==> src/rtl/pcs_link_ctrl.sv <==
`default_nettype none
// ============================================================================
// Module   : pcs_link_ctrl
// Purpose  : Link bring-up / retrain sequencer for the 4-lane PCS/FEC core.
//            Pulses the PCS soft reset, waits for block lock on all lanes,
//            debounces lock, then enables traffic. Lock loss or an excessive
//            receive error rate re-issues the soft reset.
// Ports    : clkcore            - core clock
//            reset_n            - asynchronous active-low reset
//            in_enable          - 1 = bring the link up, 0 = park in IDLE
//            in_block_lock[3:0] - per-lane block lock (asynchronous)
//            in_rx_valid        - receive data valid
//            in_rx_error        - receive data error (qualified by valid)
//            out_csr_reset_n    - soft reset to the PCS, active-low
//            out_tx_enable      - traffic generator enable
//            out_link_up        - high only in UP
//            out_state[2:0]     - IDLE=0 RESET=1 WAIT_LOCK=2 STABLE=3 UP=4
//            out_retrain_count  - failure-driven RESET entries, saturating
// Revision : 1.0 - initial release
// ============================================================================
module pcs_link_ctrl #(
  parameter int RST_CYCLES   = 16,
  parameter int LOCK_TIMEOUT = 4096,
  parameter int LOCK_STABLE  = 64,
  parameter int ERR_WINDOW   = 1024,
  parameter int ERR_THRESH   = 8
) (
  input  logic       clkcore,
  input  logic       reset_n,
  input  logic       in_enable,
  input  logic [3:0] in_block_lock,
  input  logic       in_rx_valid,
  input  logic       in_rx_error,
  output logic       out_csr_reset_n,
  output logic       out_tx_enable,
  output logic       out_link_up,
  output logic [2:0] out_state,
  output logic [7:0] out_retrain_count
);

  // One shared timer serves every state, so it is sized for the longest span.
  localparam int C_MAX_A = (RST_CYCLES > LOCK_TIMEOUT) ? RST_CYCLES : LOCK_TIMEOUT;
  localparam int C_MAX_B = (LOCK_STABLE > ERR_WINDOW) ? LOCK_STABLE : ERR_WINDOW;
  localparam int C_MAX   = (C_MAX_A > C_MAX_B) ? C_MAX_A : C_MAX_B;
  localparam int C_TMR_W = $clog2(C_MAX + 1);

  localparam logic [C_TMR_W-1:0] C_RST_LAST    = C_TMR_W'(RST_CYCLES - 1);
  localparam logic [C_TMR_W-1:0] C_TIMEOUT_LAST = C_TMR_W'(LOCK_TIMEOUT - 1);
  localparam logic [C_TMR_W-1:0] C_STABLE_LAST = C_TMR_W'(LOCK_STABLE - 1);
  localparam logic [C_TMR_W-1:0] C_WIN_LAST    = C_TMR_W'(ERR_WINDOW - 1);
  localparam logic [31:0]        C_ERR_THRESH  = 32'(ERR_THRESH);

  typedef enum logic [2:0] {
    ST_IDLE      = 3'd0,
    ST_RESET     = 3'd1,
    ST_WAIT_LOCK = 3'd2,
    ST_STABLE    = 3'd3,
    ST_UP        = 3'd4
  } state_e;

  state_e               state_q, state_d;
  logic [C_TMR_W-1:0]   timer_q, timer_d;
  logic [7:0]           err_cnt_q, err_cnt_d;
  logic [7:0]           retrain_q, retrain_d;
  logic                 csr_reset_n_q, csr_reset_n_d;
  logic                 tx_enable_q, tx_enable_d;
  logic                 link_up_q, link_up_d;
  logic [3:0]           sync1_q, sync2_q;

  logic                 lock;
  logic                 cur_err;
  logic [8:0]           err_sum;
  logic                 retrain_hit;

  // Per-lane two-flop synchronizers; each bit is an independent chain.
  always_ff @(posedge clkcore or negedge reset_n) begin
    if (!reset_n) begin
      sync1_q <= 4'h0;
      sync2_q <= 4'h0;
    end else begin
      sync1_q <= in_block_lock;
      sync2_q <= sync1_q;
    end
  end

  assign lock    = &sync2_q;
  assign cur_err = in_rx_valid & in_rx_error;
  // The current cycle's error is included before comparing with the threshold.
  assign err_sum = {1'b0, err_cnt_q} + {8'd0, cur_err};

  always_comb begin
    state_d     = state_q;
    timer_d     = timer_q + 1'b1;
    err_cnt_d   = err_cnt_q;
    retrain_hit = 1'b0;

    if (!in_enable) begin
      state_d = ST_IDLE;
    end else begin
      case (state_q)
        ST_IDLE: begin
          state_d = ST_RESET;
        end
        ST_RESET: begin
          if (timer_q == C_RST_LAST) state_d = ST_WAIT_LOCK;
        end
        ST_WAIT_LOCK: begin
          // Lock takes precedence over an expiring timeout.
          if (lock) begin
            state_d = ST_STABLE;
          end else if (timer_q == C_TIMEOUT_LAST) begin
            state_d     = ST_RESET;
            retrain_hit = 1'b1;
          end
        end
        ST_STABLE: begin
          if (!lock) begin
            state_d = ST_WAIT_LOCK;
          end else if (timer_q == C_STABLE_LAST) begin
            state_d = ST_UP;
          end
        end
        ST_UP: begin
          // Lock loss and error threshold share one retrain increment.
          if (!lock || ({23'd0, err_sum} >= C_ERR_THRESH)) begin
            state_d     = ST_RESET;
            retrain_hit = 1'b1;
          end else if (timer_q == C_WIN_LAST) begin
            timer_d   = '0;
            err_cnt_d = 8'd0;
          end else begin
            err_cnt_d = err_sum[8] ? 8'hFF : err_sum[7:0];
          end
        end
        default: begin
          state_d = ST_IDLE;
        end
      endcase
    end

    // Every state entry (and parking in IDLE) restarts timer and error count.
    if ((state_d != state_q) || (state_q == ST_IDLE)) begin
      timer_d   = '0;
      err_cnt_d = 8'd0;
    end

    retrain_d = (retrain_hit && (retrain_q != 8'hFF)) ? retrain_q + 8'd1 : retrain_q;

    // Outputs are registered from the next state so they track out_state.
    csr_reset_n_d = (state_d == ST_WAIT_LOCK) || (state_d == ST_STABLE) ||
                    (state_d == ST_UP);
    tx_enable_d   = (state_d == ST_UP);
    link_up_d     = (state_d == ST_UP);
  end

  always_ff @(posedge clkcore or negedge reset_n) begin
    if (!reset_n) begin
      state_q       <= ST_IDLE;
      timer_q       <= '0;
      err_cnt_q     <= 8'd0;
      retrain_q     <= 8'd0;
      csr_reset_n_q <= 1'b0;
      tx_enable_q   <= 1'b0;
      link_up_q     <= 1'b0;
    end else begin
      state_q       <= state_d;
      timer_q       <= timer_d;
      err_cnt_q     <= err_cnt_d;
      retrain_q     <= retrain_d;
      csr_reset_n_q <= csr_reset_n_d;
      tx_enable_q   <= tx_enable_d;
      link_up_q     <= link_up_d;
    end
  end

  assign out_state         = state_q;
  assign out_csr_reset_n   = csr_reset_n_q;
  assign out_tx_enable     = tx_enable_q;
  assign out_link_up       = link_up_q;
  assign out_retrain_count = retrain_q;

endmodule
`default_nettype wire

==> config.mk <==
export PLATFORM = sky130hd
export DESIGN_NAME = pcs_link_ctrl
export DESIGN_NICKNAME = d
export VERILOG_FILES = /design/src/rtl/pcs_link_ctrl.sv
export SDC_FILE = /design/constraint.sdc
export NUM_CORES = 1
export LEC_CHECK = 0
export ABC_AREA = 1
export ABC_CLOCK_PERIOD_IN_PS = 2600
export CAP_MARGIN = 20
export CORE_MARGIN = 2
export CORE_UTILIZATION = 55
export DETAILED_ROUTE_END_ITERATION = 12
export PLACE_DENSITY = 0.77
export SYNTH_ARGS = -nofsm -noshare
export SYNTH_HDL_FRONTEND = slang
export SYNTH_SLANG_ARGS = --single-unit
==> constraint.sdc <==
create_clock -name clkcore -period 2.6 [get_ports clkcore]
set_input_delay 0.52 -clock clkcore [delete_from_list [all_inputs] [get_ports clkcore]]
set_output_delay 0.52 -clock clkcore [all_outputs]
set_load 0.005 [all_outputs]
==> key figures <==
STA
  – Worst Skew: 0.0107 ns
  – Worst-Margin Slew: 0.907 ns
  – Worst setup margin: 0.343 ns
  – Final min period: 2.26 ns
  – Relative slew slack: 0.395
  – Max frequency: 0.443 GHz
  – Fin. max-slew vios: 0
  – Setup Viol. Count Final: 0
  – Fin crit share: 0.868
  – Unrepaired setup endpoints after global routing: false
  – Fin. Hold Viols: 0

Clock tree
  – CTS tree: done
  – Clk pin slew, worst setup/hold paths: 0.07 ns
  – Sink Count: 42
  – Clk_lat worst skew: 0.29 ns
  – Hold Buf Count CTS: 0
  – Root buf cell: clkbuf_8
  – Cts bufs inserted: 5
  – Clock Path Buffers: 2
  – H-Tree Depth: 2

Synth
  – Synth warn: 0
  – Cells after Synth: 285
  – Unique cell type count in the Yosys netlist: 30
  – Area leader, netlist: dfrtp_1
  – Most numerous cell in the Yosys netlist: nand2_1
  – Seq/Total Area, Yosys: 0.442
  – Async set-reset flop share out of synthesis: 1.00
  – Top FF cell, synth: dfrtp_1
  – Post-synth EDFFs: 0
  – Post-synthesis average cell area: 8.35 µm²
  – Flops & latches, synth: 42
  – Leading post-synthesis cells by instance count: nand2_1, dfrtp_1, inv_1
  – Syn_nets: 298
  – Synth top area cells: dfrtp_1, nand2_1, nor2_2, nand3_1, inv_1
  – Mapped cell area: 0.00238 mm²
  – Area share of the largest cell type after synthesis: 0.442

Hold path
  – Worst-case hold path end point: sync2_q[3]$_DFF_PN0_
  – Hold Crit Start: sync1_q[3]$_DFF_PN0_
  – Worst hold path type: flop to flop
  – Cells on Worst Hold Path: 0

Detailed routing
  – Detailed Route WL: 4840 µm
  – Wire length per cell: 12.8 µm
  – 1st-iter DRT viols: 91
  – Vias: 1954
  – Final routed DRC violation total: 0
  – Routed vias/inst: 5.17
  – DRT antenna net count: 0
  – Drt pass-1 iters: 4

Worst setup path
  – CP required: 2.78 ns
  – Crit path top cell by count: nand2_1
  – Reg2reg setup slack: 0.34 ns
  – Slowest cell on the critical path: dfrtp_1
  – Reg2Reg Capture Point: timer_q[12]$_DFF_PN0_
  – Critical Path Start Type: flop
  – Reg-to-Reg Start: timer_q[0]$_DFF_PN0_
  – CP peak stage delay: 0.41 ns
  – Cells along the critical path: ha_1, nand3_1, nor2_1, nand2_1, nand2_1, nand3_1, nor2_1, nand2_4, nand2_2, nand2_1, nand2_1, nor2_2, nand2_4, clkbuf_16, nor2_2
  – Worst path arrival time: 2.43 ns
  – CP max FO: 8
  – WS Path Type: flop to flop
  – CP endpoint kind: flop
  – Reg2Reg Depth: 15

Place
  – Post-place setup slack: -0.269 ns
  – Port bufs: 22
  – Routability cong.: 0.845
  – Dpl hpwl: 3410 µm

Global route
  – Vias in the first global route: 1892
  – Largest net degree at the start of global routing: 43
  – GR Overflow Total: 0
  – GRT Overall Usage: 0.206
  – Global-route wire length before repair: 8050 µm
  – Initial antenna violation count: 0

Final layout
  – Fin nets: 342
  – Layout cells sized above 1: 0.274
  – P&R area growth vs syn: 25.1%
  – Antenna cells: 0
  – Final core utilization: 0.728

Die
  – IO Pins: 23
  – Core Area: 0.00409 mm²
  – Die Ht: 69.8 µm
  – Initial core utilization: 0.582
  – # rows: 23
  – Die footprint: 0.00487 mm²
  – Die Wd: 69.8 µm

Power and ir drop
  – IR drop worst, VDD: 0.405 mV
  – PwrDens: 399 mW/mm²
  – Leak: 1.41 nW

Flow run
  – Max Cap Viol: 0

Status
  – Run status: complete, no violations
[kinds of logic (layout without fill, tap and decap cells)]
kind of cell / Yosys count / count (layout) / share of synthesized area
adders and majority gates: 4 / 4 / 0.0210
and+or+nand+nor: 171 / 171 / 0.367
xor gates and xnor gates: 16 / 16 / 0.0589
DFF: 42 / 42 / 0.442
buffers and inverters: 38 / 81 / 0.0679
AOI/OAI and AO/OA: 14 / 14 / 0.0437
[worst max path at each step]
stage	startpoint	end	slack, ns	cells after the start
after floorplan	in_rx_valid	timer_q[5]$_DFF_PN0_	0.36	19
after global placement	in_rx_valid	err_cnt_q[1]$_DFFE_PN0P_	-0.21	19
after detailed placement	in_rx_valid	err_cnt_q[4]$_DFFE_PN0P_	-0.27	19
after CTS	in_rx_valid	err_cnt_q[4]$_DFFE_PN0P_	0.04	18
after global routing	timer_q[0]$_DFF_PN0_	timer_q[9]$_DFF_PN0_	0.15	15
final	timer_q[0]$_DFF_PN0_	timer_q[12]$_DFF_PN0_	0.34	15
[layout make-up]
cell class,count,area [µm²]
Sequential cell,42,1050
Inverter,35,131
Clock buffer,6,82.6
Fill cell,314,1110
Multi-Input combinational cell,205,1250
Tap cell,50,62.6
Timing Repair Buffer,40,397
[metal layers]
metal  routed length (µm)  part of all wire  GRT usage  up-vias
met5                    0                 0          0        -
met4                   92             0.019     0.0769        0
met3                  140             0.029     0.0465       10
met2                 2500              0.52      0.358       37
met1                 2110              0.44      0.248      920
li1                     -                 -          -      987
[critical path: cells and delay by family (launching register included)]
kind | cells | cell delay (ns)
and+or+nand+nor | 13 | 1.33
buffers and inverters | 1 | 0.18
DFF | 1 | 0.41
adders and majority gates | 1 | 0.21
[stage by stage]
stage / TNS (ns) / cell area [µm²] / cells / power (mW) / hold WS [ns]
global route: 0 / 2980 / 378 / 1.24 / 0.355
CTS: 0 / 2820 / 373 / 1.19 / 0.351
detailed placement: -5.52 / 2740 / 367 / 0.773 / 0.336
floorplan: 0 / 2380 / 285 / 0.728 / 0.224
finish: 0 / 2980 / 378 / 1.19 / 0.351
global placement: -4.16 / 2740 / 367 / 0.771 / 0.332
[flip-flops by register name (all words and copies together), names as in the netlist]
signal and cells:
sync2_q 4, out_link_up 1, timer_q 13, out_state 3, out_retrain_count 8, sync1_q 4
err_cnt_q 8, out_csr_reset_n 1
[cells in the final DEF (no fill, tap or decap), types with 2 or more instances in the layout]
cell type / synthesis / final
nand3_1: 28 / 27
xor2_1: 10 / 10
clkbuf_8: 0 / 6
a21oi_1: 2 / 2
nor2_4: 5 / 9
nand2_2: 9 / 9
nor4_1: 2 / 2
buf_4: 1 / 13
nor3_1: 5 / 5
ha_1: 4 / 2
nand3_2: 2 / 3
nand2_1: 67 / 63
nor2_1: 21 / 19
buf_6: 2 / 3
o21ai_0: 6 / 6
o21bai_1: 2 / 2
nand2_4: 1 / 5
dlymetal6s2s_1: 0 / 2
clkdlybuf4s50_1: 0 / 19
ha_4: 0 / 2
inv_2: 6 / 8
nor2_2: 26 / 24
xnor2_1: 6 / 6
inv_1: 29 / 27
dfrtp_1: 42 / 42
[power by group]
part           internal (mW)  total [mW]  switching [mW]
Combinational         0.0456       0.107          0.0609
Clock                  0.205       0.408           0.204
Sequential             0.664       0.672         0.00738
[timing repair]
| item | 4_1_cts | 5_1_grt |
|---|---|---|
| resized for setup | 0 | 26 |
| endpoints found under the setup margin | 0 | 21 |
| buffers inserted | 0 | 4 |
Power figures use the tool's default switching activity.
